`config.mk`:
```
export PLATFORM = sky130hd
export DESIGN_NAME = ar_rxd_mk2_flat
export DESIGN_NICKNAME = d
export VERILOG_FILES = /design/src/rtl/ar_rxd_mk2_pkg.sv /design/src/rtl/ar_rxd_mk2_if.sv /design/src/rtl/ar_rxd_mk2_fifo.sv /design/src/rtl/ar_rxd_mk2.sv /design/src/flat_wrapper.sv
export SDC_FILE = /design/constraint.sdc
export NUM_CORES = 1
export LEC_CHECK = 0
export ABC_CLOCK_PERIOD_IN_PS = 6300
export CELL_PAD_IN_SITES_DETAIL_PLACEMENT = 0
export CELL_PAD_IN_SITES_GLOBAL_PLACEMENT = 1
export CORE_MARGIN = 4
export CORE_UTILIZATION = 47
export DETAILED_ROUTE_END_ITERATION = 7
export PLACE_DENSITY = 0.84
export SLEW_MARGIN = 20
export SYNTH_ARGS = -nofsm -noshare
export SYNTH_HDL_FRONTEND = slang
export SYNTH_SLANG_ARGS = --single-unit
```
`constraint.sdc`:
```
create_clock -name clk -period 6.3 [get_ports clk]
set_input_delay 1.89 -clock clk [delete_from_list [all_inputs] [get_ports clk]]
set_output_delay 1.89 -clock clk [all_outputs]
set_load 0.02 [all_outputs]
```
`src/rtl/ar_rxd_mk2_pkg.sv`:
```
// Shared types and constants for the ARINC-429 receiver slice.
package ar429_pkg;

  localparam int unsigned LABEL_W   = 8;
  localparam int unsigned DATA_W    = 23;
  localparam int unsigned WORD_BITS = 32;

  // One received word as queued for the host.
  typedef struct packed {
    logic               par_err;
    logic [LABEL_W-1:0] adr;
    logic [DATA_W-1:0]  dat;
  } ar429_word_t;

  // Outcome of a word when the inter-word gap closes it.
  typedef enum logic [1:0] {
    CLOSE_NONE,
    CLOSE_ACCEPT,
    CLOSE_REJECT,
    CLOSE_FRAME_ERR
  } close_t;

  // Odd parity over label, data and parity bit: error when the XOR is 0.
  function automatic logic odd_par_err(input logic [LABEL_W-1:0] adr,
                                       input logic [DATA_W:0]    dat);
    return ~(^{adr, dat});
  endfunction

endpackage

```
`src/rtl/ar_rxd_mk2_if.sv`:
```
// Host-side word interface of the ARINC-429 receiver.
interface ar_rxd_mk2_if;
  import ar429_pkg::*;

  logic               flt_en;
  logic [LABEL_W-1:0] flt_label;
  logic               rd_en;
  logic [LABEL_W-1:0] rd_adr;
  logic [DATA_W-1:0]  rd_dat;
  logic               rd_par_err;
  logic               empty;
  logic               full;
  logic               ovf;
  logic               ovf_clr;
  logic [7:0]         frm_err_cnt;

  modport master (
    output flt_en, flt_label, rd_en, ovf_clr,
    input  rd_adr, rd_dat, rd_par_err, empty, full, ovf, frm_err_cnt
  );

  modport slave (
    input  flt_en, flt_label, rd_en, ovf_clr,
    output rd_adr, rd_dat, rd_par_err, empty, full, ovf, frm_err_cnt
  );

endinterface

```
`src/rtl/ar_rxd_mk2_fifo.sv`:
```
// First-word-fall-through FIFO of received words; head reads as 0 when empty.
module ar_rxd_fifo
  import ar429_pkg::*;
#(
  parameter int unsigned DEPTH = 8
) (
  input  logic        clk,
  input  logic        rst,
  input  logic        push,
  input  ar429_word_t wr_word,
  input  logic        pop,
  output ar429_word_t rd_word,
  output logic        full,
  output logic        empty
);

  localparam int unsigned AW = $clog2(DEPTH);
  localparam int unsigned CW = AW + 1;

  ar429_word_t   mem [DEPTH];
  logic [AW-1:0] wr_ptr;
  logic [AW-1:0] rd_ptr;
  logic [CW-1:0] count;
  logic          do_wr;
  logic          do_rd;

  // Pop only a present word; a push into a full FIFO succeeds only alongside a pop.
  always_comb begin
    empty   = (count == '0);
    full    = (count == CW'(DEPTH));
    do_rd   = pop & ~empty;
    do_wr   = push & (~full | do_rd);
    rd_word = empty ? '0 : mem[rd_ptr];
  end

  // Pointer and occupancy bookkeeping.
  always_ff @(posedge clk) begin
    if (rst) begin
      wr_ptr <= '0;
      rd_ptr <= '0;
      count  <= '0;
    end else begin
      if (do_wr) wr_ptr <= wr_ptr + 1'b1;
      if (do_rd) rd_ptr <= rd_ptr + 1'b1;
      case ({do_wr, do_rd})
        2'b10:   count <= count + 1'b1;
        2'b01:   count <= count - 1'b1;
        default: count <= count;
      endcase
    end
  end

  // Word storage; contents are masked by empty so need no reset.
  always_ff @(posedge clk) begin
    if (do_wr) mem[wr_ptr] <= wr_word;
  end

endmodule

```
`src/rtl/ar_rxd_mk2.sv`:
```
// ARINC-429 bipolar line receiver: synchroniser, bit framer, gap timer,
// parity/label checks, overflow flag and frame-error counter feeding a word FIFO.
module ar_rxd_mk2
  import ar429_pkg::*;
#(
  parameter int unsigned GAP_CYC     = 1000,
  parameter int unsigned FIFO_DEPTH  = 8,
  parameter int unsigned SYNC_STAGES = 2
) (
  input  logic         clk,
  input  logic         rst,
  input  logic         RXD0,
  input  logic         RXD1,
  ar_rxd_mk2_if.slave  host
);

  localparam int unsigned     GW        = $clog2(GAP_CYC + 1);
  localparam logic [GW-1:0]   GAP_MAX   = GW'(GAP_CYC);
  localparam logic [5:0]      CNT_LABEL = 6'(LABEL_W);
  localparam logic [5:0]      CNT_WORD  = 6'(WORD_BITS);
  localparam logic [5:0]      CNT_LONG  = 6'(WORD_BITS + 1);

  logic [SYNC_STAGES-1:0] sync0_q;
  logic [SYNC_STAGES-1:0] sync1_q;
  logic                   s0;
  logic                   s1;
  logic                   qm;
  logic                   qm_prev;
  logic                   strobe;
  logic                   fault_now;

  logic [GW-1:0]          gap_cnt;
  logic [5:0]             bit_cnt;
  logic [5:0]             eff_cnt;
  logic [5:0]             bit_cnt_nxt;
  logic                   line_fault;
  logic                   line_fault_nxt;
  logic                   long_word;
  logic                   long_word_nxt;
  logic                   close;

  logic [LABEL_W-1:0]     adr;
  logic [DATA_W:0]        dat;

  close_t                 verdict;
  logic                   push_req;
  logic                   fifo_push;
  logic                   fifo_full;
  logic                   fifo_empty;
  ar429_word_t            wr_word;
  ar429_word_t            rd_word;
  logic                   ovf;
  logic [7:0]             frm_err_cnt;

  // Input synchronisers and previous QM for edge detection.
  always_ff @(posedge clk) begin
    if (rst) begin
      sync0_q <= '0;
      sync1_q <= '0;
      qm_prev <= 1'b0;
    end else begin
      sync0_q <= {sync0_q[SYNC_STAGES-2:0], RXD0};
      sync1_q <= {sync1_q[SYNC_STAGES-2:0], RXD1};
      qm_prev <= qm;
    end
  end

  // Framer next-state; a strobe landing on the close cycle starts the next word,
  // so per-word state is taken as already cleared (eff_cnt) before the strobe applies.
  always_comb begin
    s0     = sync0_q[SYNC_STAGES-1];
    s1     = sync1_q[SYNC_STAGES-1];
    qm     = s0 | s1;
    strobe = qm & ~qm_prev;
    close  = (gap_cnt == GAP_MAX) && (bit_cnt != '0);

    eff_cnt     = close ? '0 : bit_cnt;
    bit_cnt_nxt = eff_cnt;
    if (strobe && (eff_cnt != CNT_LONG)) bit_cnt_nxt = eff_cnt + 6'd1;

    long_word_nxt = close ? 1'b0 : long_word;
    if (strobe && (eff_cnt >= CNT_WORD)) long_word_nxt = 1'b1;

    fault_now      = s0 & s1 & (strobe | (eff_cnt != '0));
    line_fault_nxt = (close ? 1'b0 : line_fault) | fault_now;

    if (!close)
      verdict = CLOSE_NONE;
    else if ((bit_cnt != CNT_WORD) || line_fault || long_word)
      verdict = CLOSE_FRAME_ERR;
    else if (!host.flt_en || (adr == host.flt_label))
      verdict = CLOSE_ACCEPT;
    else
      verdict = CLOSE_REJECT;

    push_req        = (verdict == CLOSE_ACCEPT);
    fifo_push       = push_req & (~fifo_full | host.rd_en);
    wr_word.par_err = odd_par_err(adr, dat);
    wr_word.adr     = adr;
    wr_word.dat     = dat[DATA_W-1:0];
  end

  // Bit counter, word flags, gap timer and label/data shifters.
  always_ff @(posedge clk) begin
    if (rst) begin
      gap_cnt    <= '0;
      bit_cnt    <= '0;
      line_fault <= 1'b0;
      long_word  <= 1'b0;
      adr        <= '0;
      dat        <= '0;
    end else begin
      if (qm) gap_cnt <= '0;
      else if (gap_cnt != GAP_MAX) gap_cnt <= gap_cnt + 1'b1;
      bit_cnt    <= bit_cnt_nxt;
      line_fault <= line_fault_nxt;
      long_word  <= long_word_nxt;
      if (strobe) begin
        if (eff_cnt < CNT_LABEL) adr <= {adr[LABEL_W-2:0], s1};
        else if (eff_cnt < CNT_WORD) dat <= {s1, dat[DATA_W:1]};
      end
    end
  end

  // Sticky overflow (set wins over clear) and saturating frame-error count.
  always_ff @(posedge clk) begin
    if (rst) begin
      ovf         <= 1'b0;
      frm_err_cnt <= '0;
    end else begin
      if (push_req && fifo_full && !host.rd_en) ovf <= 1'b1;
      else if (host.ovf_clr) ovf <= 1'b0;
      if ((verdict == CLOSE_FRAME_ERR) && (frm_err_cnt != 8'hFF))
        frm_err_cnt <= frm_err_cnt + 8'd1;
    end
  end

  ar_rxd_fifo #(
    .DEPTH (FIFO_DEPTH)
  ) u_fifo (
    .clk     (clk),
    .rst     (rst),
    .push    (fifo_push),
    .wr_word (wr_word),
    .pop     (host.rd_en),
    .rd_word (rd_word),
    .full    (fifo_full),
    .empty   (fifo_empty)
  );

  // Host-facing outputs.
  always_comb begin
    host.rd_adr      = rd_word.adr;
    host.rd_dat      = rd_word.dat;
    host.rd_par_err  = rd_word.par_err;
    host.empty       = fifo_empty;
    host.full        = fifo_full;
    host.ovf         = ovf;
    host.frm_err_cnt = frm_err_cnt;
  end

endmodule

```
`src/flat_wrapper.sv`:
```
// flat-port wrapper written by rule: the top's interface ports become plain ports
module ar_rxd_mk2_flat import ar429_pkg::*;
#(
  parameter int unsigned GAP_CYC     = 1000,
  parameter int unsigned FIFO_DEPTH  = 8,
  parameter int unsigned SYNC_STAGES = 2
)
  (clk, rst, RXD0, RXD1, host_flt_en, host_flt_label, host_rd_en, host_ovf_clr, host_rd_adr, host_rd_dat, host_rd_par_err, host_empty, host_full, host_ovf, host_frm_err_cnt);
  ar_rxd_mk2_if host_i ();
  input  logic clk;
  input  logic rst;
  input  logic RXD0;
  input  logic RXD1;
  input wire logic [$bits(host_i.flt_en)-1:0] host_flt_en;
  input wire logic [$bits(host_i.flt_label)-1:0] host_flt_label;
  input wire logic [$bits(host_i.rd_en)-1:0] host_rd_en;
  input wire logic [$bits(host_i.ovf_clr)-1:0] host_ovf_clr;
  output wire logic [$bits(host_i.rd_adr)-1:0] host_rd_adr;
  output wire logic [$bits(host_i.rd_dat)-1:0] host_rd_dat;
  output wire logic [$bits(host_i.rd_par_err)-1:0] host_rd_par_err;
  output wire logic [$bits(host_i.empty)-1:0] host_empty;
  output wire logic [$bits(host_i.full)-1:0] host_full;
  output wire logic [$bits(host_i.ovf)-1:0] host_ovf;
  output wire logic [$bits(host_i.frm_err_cnt)-1:0] host_frm_err_cnt;
  assign host_i.flt_en = host_flt_en;
  assign host_i.flt_label = host_flt_label;
  assign host_i.rd_en = host_rd_en;
  assign host_i.ovf_clr = host_ovf_clr;
  assign host_rd_adr = host_i.rd_adr;
  assign host_rd_dat = host_i.rd_dat;
  assign host_rd_par_err = host_i.rd_par_err;
  assign host_empty = host_i.empty;
  assign host_full = host_i.full;
  assign host_ovf = host_i.ovf;
  assign host_frm_err_cnt = host_i.frm_err_cnt;
  ar_rxd_mk2 #(.GAP_CYC(GAP_CYC), .FIFO_DEPTH(FIFO_DEPTH), .SYNC_STAGES(SYNC_STAGES)) u_core (.clk(clk), .rst(rst), .RXD0(RXD0), .RXD1(RXD1), .host(host_i));
endmodule
```
# Yosys cells after proc, flatten, opt, wreduce, memory -nomap -nowiden
# Memories as Yosys holds them, arrays and structs flattened. A register that Yosys moved wholly into a read port is not among the register bits.
# Cells that the tools add are included.
totals:
  n_memories: 1
  reg_bits: 74
  word_cells: 89
  output_inout_bits: 43
  ram_bits: 256
mem_list:
  columns: ["name", "depth", "word_bits", "read_ports", "rd_ports_with_merged_regs", "write_ports", "line_no", "source"]
  rows:
  - ["u_core.u_fifo.mem", 8, 32, 1, 1, 1, "ar_rxd_mk2_fifo.sv:20", "ar429_word_t mem [DEPTH];"]
op_classes:
  reduce_logical: 21
  addsub: 7
  bitwise: 16
  order_cmp: 3
  muxes: 16
  n_eq_ne: 11
ops:
  columns: ["cell", "count"]
  rows:
  - ["two-way mux 32 bit", 1]
  - ["parity 32 bit", 1]
  - ["two-way mux 6 bit", 2]
  - ["!= test 6 bit (second input constant)", 2]
  - ["nonzero test 6 bit", 2]
  - ["adder 10 x 1 -> 10 bit (second input constant)", 1]
  - ["equality test 10 bit (second input constant)", 1]
  - ["!= test 10 bit (second input constant)", 1]
  - ["adder 8 x 1 -> 8 bit (second input constant)", 1]
  - ["equality test 8 bit", 1]
  - ["!= test 8 bit (second input constant)", 1]
  - ["case mux 4 bit (2 select lines)", 1]
  - ["two-way mux 1 bit", 7]
  - ["adder 3 x 1 -> 3 bit (second input constant)", 2]
  - ["adder 6 x 1 -> 6 bit (second input constant)", 1]
  - ["bitwise AND 1 bit", 6]
  - ["greater-or-equal comparator 6 bit (second input constant)", 1]
  - ["logical AND 1 bit", 6]
  - ["less-than comparator 6 x 4 -> 1 bit (second input constant)", 1]
  - ["less-than comparator 6 bit (second input constant)", 1]
  - ["two-way mux 2 bit", 3]
  - ["two-way mux 3 bit", 2]
  - ["nonzero test 2 bit", 3]
  - ["NOT 1 bit", 5]
  - ["other kinds (12)", 21]

# Longest topological paths before layout
# Gate-level depths: netlist of the first run.
logic_depth:
  ltp_word: 10
  ltp_mapped: 13
  mapped_depth_nobuf: 13

# By module
# Synthesis of the first run repeated with hierarchy kept, for this count alone.
unflattened:
  cells_unflattened: 827
  hier_area_um2: 13564.3
by_module_without_submodules:
  columns: ["module", "seq_area_each_um2", "instances", "area_per_inst_um2", "cells_each"]
  rows:
  - ["ar_rxd_fifo", 7947.6, 1, 10353.7, 478]
  - ["ar_rxd_mk2", 1281.2, 1, 3210.6, 349]

# Worst setup path after synthesis of the first run
# No wires, ideal clock.
synth_timing:
  kind: "input port to flip-flop"
  start: "input port host_flt_label[1]"
  end: "memory u_core.u_fifo.mem[1][0] in the netlist's numbering (enable)"
  t_arrival_ns: 6.058
  slack_ns: -0.272
  stages: 5
  setup_time_ns: 0.513
  path_cell_list: "xnor2_1 -> nand4_1 -> o21ai_0 -> nand2_2 -> nor4b_1"
synth_between:
  elab_chain_len: 10
synth_rtl:
  columns: ["element", "line_no", "source"]
  rows:
  - ["from (decl)", "flat_wrapper.sv:15", "input wire logic [$bits(host_i.flt_label)-1:0] host_flt_label;"]
  - ["equality test 8 bit", "ar_rxd_mk2.sv:91", "else if (!host.flt_en || (adr == host.flt_label))"]
  - ["logical OR 1 bit", "ar_rxd_mk2.sv:91", null]
  - ["two-way mux 2 bit", "ar_rxd_mk2.sv:91", null]
  - ["two-way mux 2 bit", "ar_rxd_mk2.sv:89", "else if ((bit_cnt != CNT_WORD) || line_fault || long_word)"]
  - ["two-way mux 2 bit", "ar_rxd_mk2.sv:87", "if (!close)"]
  - ["equality test 2 x 1 -> 1 bit", "ar_rxd_mk2.sv:96", "push_req = (verdict == CLOSE_ACCEPT);"]
  - ["bitwise AND 1 bit", "ar_rxd_mk2.sv:97", "fifo_push = push_req & (~fifo_full | host.rd_en);"]
  - ["bitwise AND 1 bit", "ar_rxd_mk2_fifo.sv:32", "do_wr = push & (~full | do_rd);"]
  - ["two-way mux 1 bit", "ar_rxd_mk2_fifo.sv:55", "if (do_wr) mem[wr_ptr] <= wr_word;"]
  - ["two-way mux 1 bit (implied by the code)", "ar_rxd_mk2_fifo.sv:55", null]
  - ["to (decl)", "ar_rxd_mk2_fifo.sv:20", null]
# No other way between the ends.

==> results of run 1 <==
-- final timing paths --
check                                  startpoint  cells after the start                endpoint
worst min-delay path            u_core.sync0_q[0]                      1       u_core.sync0_q[1]
worst max-delay path                         flop                      5         host_rd_dat[21]
worst min register to register  u_core.sync0_q[0]                      1       u_core.sync0_q[1]
worst max register to register      u_core.adr[6]                     11  u_core.u_fifo.count[2]
-- metrics by stage --
step           hold WS [ps]  setup TNS (ps)  setup WS (ps)  area (µm²)  cells
2_1_floorplan         413.8          -17390         -271.7       13360    819
3_3_place_gp          418.6               0           1298       14390   1231
3_5_place_dp          427.8               0           1218       14390   1231
4_1_cts               442.4               0           1284       15480   1291
5_1_grt               465.4               0           1152       15480   1291
6_report              440.6               0           1368       15480   1291
-- power by group --
part	switching [mW]	internal, mW	total, mW	leakage [nW]
logic	0.0244	0.0188	0.0431	1.32
clock network	0.783	1.17	1.95	0.536
registers	0.00412	2.34	2.34	2.99
total	0.811	3.52	4.33	4.85
-- synth_stat cells (2+ instances only) --
cell type,instances,share of area (%)
nor4b_2,2,0.22
and4_1,2,0.13
nor4_1,3,0.14
mux4_2,64,11
nand4_1,8,0.37
nand2_1,62,1.7
ha_1,11,1.0
nor3_1,6,0.22
or3_1,9,0.42
a21oi_1,37,1.4
and3_1,4,0.19
inv_1,7,0.20
buf_2,11,0.41
clkbuf_1,20,0.56
buf_6,3,0.25
nand3_1,10,0.37
o21ai_0,9,0.34
edfxtp_1,256,58
nor4b_1,3,0.20
nor4bb_1,2,0.15
nor2_1,71,2.0
xnor2_1,40,2.6
a32oi_1,2,0.13
mux2_2,2,0.17
nor2b_1,7,0.33
or4_1,2,0.11
dfxtp_1,77,12
buf_1,5,0.14
xor2_1,18,1.2
nand2b_1,4,0.19
o211ai_1,2,0.11
mux2i_1,45,3.4
-- kinds of logic after synthesis --
kind of cell               count (synthesis)
adders and majority gates                 11
AOI/OAI and AO/OA                         55
and+or+nand+nor                          204
DFF                                      333
xor gates and xnor gates                  58
buffers and inverters                     47
muxes                                    111
-- metal layers --
metal	GRT usage [%]	share of wire [%]	wire [µm]	vias up
met4	4.352	1.8	432	0
met1	22.23	44	10850	3537
met5	0	0	0	-
li1	-	-	-	3251
met3	2.548	4.5	1101	33
met2	27.35	50	12180	170
-- sequential cells by signal, summed over array words and instances, names as in the netlist, 3 cells and up, named ones only --
name / count
u_core.host.frm_err_cnt: 8
u_core.gap_cnt: 10
u_core.u_fifo.wr_ptr: 3
u_core.u_fifo.mem: 256
u_core.bit_cnt: 6
u_core.adr: 8
u_core.dat: 24
u_core.u_fifo.count: 4
u_core.u_fifo.rd_ptr: 3
-- worst max-delay path, stage by stage, from the launching register on --
cell             delay (ps)
dfxtp_2                 940
buf_4                   380
mux4_2                  320
mux2i_1                 270
nor2_1                   70
clkdlybuf4s50_1         540
-- final cells by class --
| type | instances | area [µm²] |
|---|---|---|
| inverters | 7 | 26.28 |
| repair buffers | 74 | 693.2 |
| multi-input cells | 439 | 3959 |
| clock inverters | 16 | 167.7 |
| fillers | 2209 | 12450 |
| flip-flops and latches | 333 | 9235 |
| well taps | 378 | 473.0 |
| clock buffers | 44 | 928.4 |
==> summary.md, run 1 <==
| Metric | Value |
|---|---|
| Syn_area_per_cell | `approximately 16 µm²` |
| Vias | `approximately 7000` |
| RSZ-0062 raised after global routing | `false` |
| Initial antenna violation count | `0` |
| Mapped Nets | `roughly 850` |
| Compound-Gate Fraction of Synth Area | `~2.3%` |
| CTS tree | `built` |
| Starting Density | `47.81%` |
| Most common cell after layout, fill and taps aside | `edfxtp_1` |
| Clock Latency Late Sink | `between 500 and 600 ps` |
| Initial DRC count | `roughly 540` |
| H-tree depth reported by CTS | `2` |
| DPL Wire Length | `14000 µm` |
| Worst slew pin tran | `1073 ps` |
| Top_reg_cell synth | `edfxtp_1` |
| Final Skew | `roughly 27 ps` |
| Asr flop ratio synth | `0%` |
| Register area share after synthesis | `69.10%` |
| Tot Pwr | `roughly 4.3 mW` |
| Core footprint | `approximately 28000 µm²` |
| Critical-path maximum fanout | `34` |
| Hold_buf cts | `0` |
| Nets@finish | `915` |
| Period utilization | `between 70% and 80%` |
| Drt total wl | `~25000 µm` |
| Post-CTS Resized | `0` |
| Vias in the first global route | `around 7200` |
| Mapped Area | `about 13000 µm²` |
| Status | `finished clean` |
| Worst-case clock buffer depth | `3` |
| Worst-path clk slew | `60 ps` |
| TritonCTS buffer count | `34` |
| Die Wd | `~180 µm` |
| Fmax achieved | `approximately 200 MHz` |
| Area grow syn2layout | `15.93%` |
| FF-to-FF setup slack | `approximately 3000 ps` |
| Leak Pwr | `4.850 nW` |
| TritonRoute pass-1 iters | `5` |
| Largest net degree at the start of global routing | `36` |
| Row cnt | `61` |
| Final ANT Viol Nets | `0` |
| # diodes | `0` |
| Synth Warn # | `0` |
| Root buf cell | `clkbuf_16` |
| Tightest Hold Check Type | `reg2reg` |
| Fin. Hold Viols | `0` |
| Final min period | `slightly below 5000 ps` |
| Simple-Gate Fraction of Synth Area | `~7.7%` |
| Mux cell area share after synthesis | `around 14%` |
| Cells after synthesis | `between 800 and 900` |
| Max-Cap Viols | `0` |
| PwrDens | `approximately 280 nW/µm²` |
| Dominant combinational cell family by area after synthesis | `multiplexers` |
| Adder-Cell Fraction of Synth Area | `around 1.0%` |
| Die ar. | `31180 µm²` |
| Max_slew headroom | `roughly 28%` |
| Gr ovfl total | `0` |
| Slew Limit Fails | `0` |
| # setup viols final | `0` |
| Startpoint types | `flop` |
| Fin util | `55.42%` |
| Worst setup EP type | `output pin` |
| Share of layout cells above drive strength 1 | `between 10% and 20%` |
| Synth Area in XOR/XNOR | `3.804%` |
| IR drop worst, VDD | `approximately 180 µV` |
| CP Data Required Time | `~4400 ps` |
| # clock sinks | `333` |
| DRC | `0` |
| Die height | `approximately 180 µm` |
| Synth unique cells | `between 40 and 50` |
| WL/cell | `19.03 µm` |
| Postcts setup bufs | `0` |
| Flops & latches, synth | `~330` |
| GRT Total Usage | `about 16%` |
| Worst setup path category | `reg2out` |
| First-pass GRT wire length | `between 30000 and 40000 µm` |
| Most frequent cells in the layout | `edfxtp_1 (256), dfxtp_1 (74), nor2_1 (71), mux4_2 (64), nand2_1 (62)` |
| Vias/cell | `5.415` |
| Io pins | `58` |
| Worst endpoint data arrival time | `slightly above 3000 ps` |
| I/O Buffers | `between 50 and 60` |
| Post-synth EDFFs | `about 260` |
| Placer congestion estimate | `between 0.7 and 0.8` |
Power figures use the tool's default switching activity.
==> run 2, diff against run 1 <==
--- a/config.mk
+++ b/config.mk
@@ -5,13 +5,13 @@
 export SDC_FILE = /design/constraint.sdc
 export NUM_CORES = 1
 export LEC_CHECK = 0
-export ABC_CLOCK_PERIOD_IN_PS = 6300
+export ABC_CLOCK_PERIOD_IN_PS = 4700
 export CELL_PAD_IN_SITES_DETAIL_PLACEMENT = 0
 export CELL_PAD_IN_SITES_GLOBAL_PLACEMENT = 1
 export CORE_MARGIN = 4
-export CORE_UTILIZATION = 47
+export CORE_UTILIZATION = 52
 export DETAILED_ROUTE_END_ITERATION = 7
-export PLACE_DENSITY = 0.84
+export PLACE_DENSITY = 0.88
 export SLEW_MARGIN = 20
 export SYNTH_ARGS = -nofsm -noshare
 export SYNTH_HDL_FRONTEND = slang
==> constraint.sdc (replaced) <==
create_clock -name clk -period 4.7 [get_ports clk]
set_input_delay 1.41 -clock clk [delete_from_list [all_inputs] [get_ports clk]]
set_output_delay 1.41 -clock clk [all_outputs]
set_load 0.02 [all_outputs]
==> run 2 against run 1 <==
  * Hold slack better by 1.1 ps
  * Routed wire length is 3.7% higher
  * Worst setup slack worse by 850 ps
  * Non-clock buffer count stayed put
  * Clock skew is 16 ps lower
  * Clock power is 30% higher
  * Design area is 0.36% higher
  * Core utilization is 6.1 points higher
  * Flip-flop and latch count stayed put
  * Sequential share of layout area is 0.21 points lower
  * First-iteration DRC count is 3.2% higher
  * Critical endpoint is now host_rd_dat[15]
==> summary.md, run 2 (synthesized netlist as in run 1, its figures left out) <==
| Metric | Value |
|---|---|
| Worst reg2reg path depth | `14` |
| Worst setup path category | `reg2out` |
| Fin. Hold Viols | `0` |
| DRC | `0` |
| Most common cell after layout, fill and taps aside | `edfxtp_1` |
| Tot Pwr | `5.732 mW` |
| Placer congestion estimate | `0.7305` |
| Top reg by flops | `u_core.u_fifo.mem` |
| Postcts setup bufs | `0` |
| Reg-to-Reg Start | `u_core.gap_cnt[0]` |
| Final Skew | `approximately 12 ps` |
| H-tree depth reported by CTS | `2` |
| # setup viols final | `0` |
| # diodes | `0` |
| Max_slew headroom | `roughly 33%` |
| Leak Pwr | `4.869 nW` |
| Tightest Hold Check Type | `reg2reg` |
| Critical R2R Capture | `u_core.u_fifo.count[2]` |
| Area grow syn2layout | `16.34%` |
| Vias | `~7000` |
| Final ANT Viol Nets | `0` |
| Worst Hold Launch | `u_core.sync0_q[0]` |
| Row cnt | `between 50 and 60` |
| Initial antenna violation count | `0` |
| Worst-case clock buffer depth | `3` |
| Final min period | `4182 ps` |
| Worst hold path endpoint | `u_core.sync0_q[1]` |
| Initial DRC count | `~550` |
| Startpoint types | `flop` |
| Worst endpoint data arrival time | `around 2800 ps` |
| Root buf cell | `clkbuf_16` |
| Gr ovfl total | `0` |
| Worst setup EP type | `output pin` |
| Fin util | `61.52%` |
| Largest net degree at the start of global routing | `65` |
| Clock Latency Late Sink | `roughly 500 ps` |
| PwrDens | `roughly 370 nW/µm²` |
| DPL Wire Length | `between 10000 and 15000 µm` |
| RSZ-0062 raised after global routing | `false` |
| Critical-path maximum fanout | `32` |
| Core footprint | `around 25000 µm²` |
| Vias in the first global route | `~7200` |
| Met3 usage | `under 10%` |
| Die ar. | `between 20000 and 30000 µm²` |
| Met2 usage | `30.24%` |
| FF-to-FF setup slack | `1700 ps` |
| Number of flip-flops under the largest register name | `about 260` |
| I/O Buffers | `57` |
| # clock sinks | `between 300 and 400` |
| Grt met1 use | `between 20 and 25%` |
| Status | `finished clean` |
| Die Wd | `between 150 and 200 µm` |
| IR drop worst, VDD | `210.0 µV` |
| Hold Crit Depth | `1` |
| Most frequent cells in the layout | `edfxtp_1 (256), dfxtp_1 (74), nor2_1 (71), mux4_2 (64), nand2_1 (62)` |
| Drt total wl | `about 25000 µm` |
| First-pass GRT wire length | `approximately 40000 µm` |
| CTS tree | `built` |
| CP Data Required Time | `3290 ps` |
| Worst slew pin tran | `1012 ps` |
| TritonCTS buffer count | `34` |
| Vias/cell | `around 5.7` |
| WL/cell | `slightly above 20 µm` |
| Io pins | `between 50 and 60` |
| Die height | `168.3 µm` |
| Fmax achieved | `239.1 MHz` |
| Worst-path clk slew | `about 60 ps` |
| TritonRoute pass-1 iters | `5` |
| GR peak layer | `met2` |
| Post-CTS Resized | `0` |
| Share of layout cells above drive strength 1 | `between 15 and 20%` |
| Nets@finish | `just over 900` |
| Hold_buf cts | `0` |
| Starting Density | `roughly 53%` |
| GRT Total Usage | `18.15%` |
| Period utilization | `between 80% and 90%` |
| Slew Limit Fails | `0` |
| Regs by FF count | `u_core.u_fifo.mem: 256 flops, u_core.dat: 24 flops, u_core.gap_cnt: 10 flops` |
| Max-Cap Viols | `0` |
-- run 2: worst max-delay path: stages, from the launching register on --
cell and delay, ps:
dfxtp_4 540, buf_12 320, mux4_2 540, mux2i_1 230
nor2_1 70, clkdlybuf4s50_1 550
-- run 2: worst max-delay path by stage --
stage          slack [ps]  cells after the start                      end
2_1_floorplan       -1390                      5  u_core.u_fifo.mem[1][0]
3_3_place_gp          580                     13   u_core.u_fifo.count[2]
3_5_place_dp          530                     13   u_core.u_fifo.count[2]
4_1_cts               430                      5          host_rd_dat[15]
5_1_grt               330                      5          host_rd_dat[15]
6_report              520                      5          host_rd_dat[15]
-- run 2: power by group --
group,leakage (nW),internal (mW),switching [mW]
registers,2.99,3.13,0.00549
clock network,0.526,1.49,1.05
logic,1.35,0.0258,0.0325
-- run 2: layout make-up --
type | instances | area, µm²
Fill cell | 1822 | 9717
Clock inverter | 11 | 93.84
Sequential cell | 333 | 9235
Timing Repair Buffer | 74 | 843.3
Tap cell | 330 | 412.9
Inverter | 7 | 26.28
Multi-Input combinational cell | 439 | 3959
Clock buffer | 50 | 967.2
-- run 2: per-layer routing --
layer | vias up | share of wire, %
met4 | 0 | 2.3
met2 | 215 | 51
met3 | 36 | 6.0
met1 | 3544 | 41
li1 | 3257 | -
met5 | - | 0
-- run 2: per-stage QoR --
| stage | worst slack, ps | setup TNS (ps) | instances | area (µm²) | hold slack [ps] |
|---|---|---|---|---|---|
| after floorplan | -1392 | -172070 | 819 | 13360 | 413.8 |
| after global placement | 581.2 | 0 | 1183 | 14480 | 419.8 |
| after detailed placement | 532.2 | 0 | 1183 | 14480 | 437.7 |
| after CTS | 430.8 | 0 | 1244 | 15540 | 451.4 |
| after global routing | 327.2 | 0 | 1244 | 15540 | 462.1 |
| final | 517.8 | 0 | 1244 | 15540 | 441.7 |
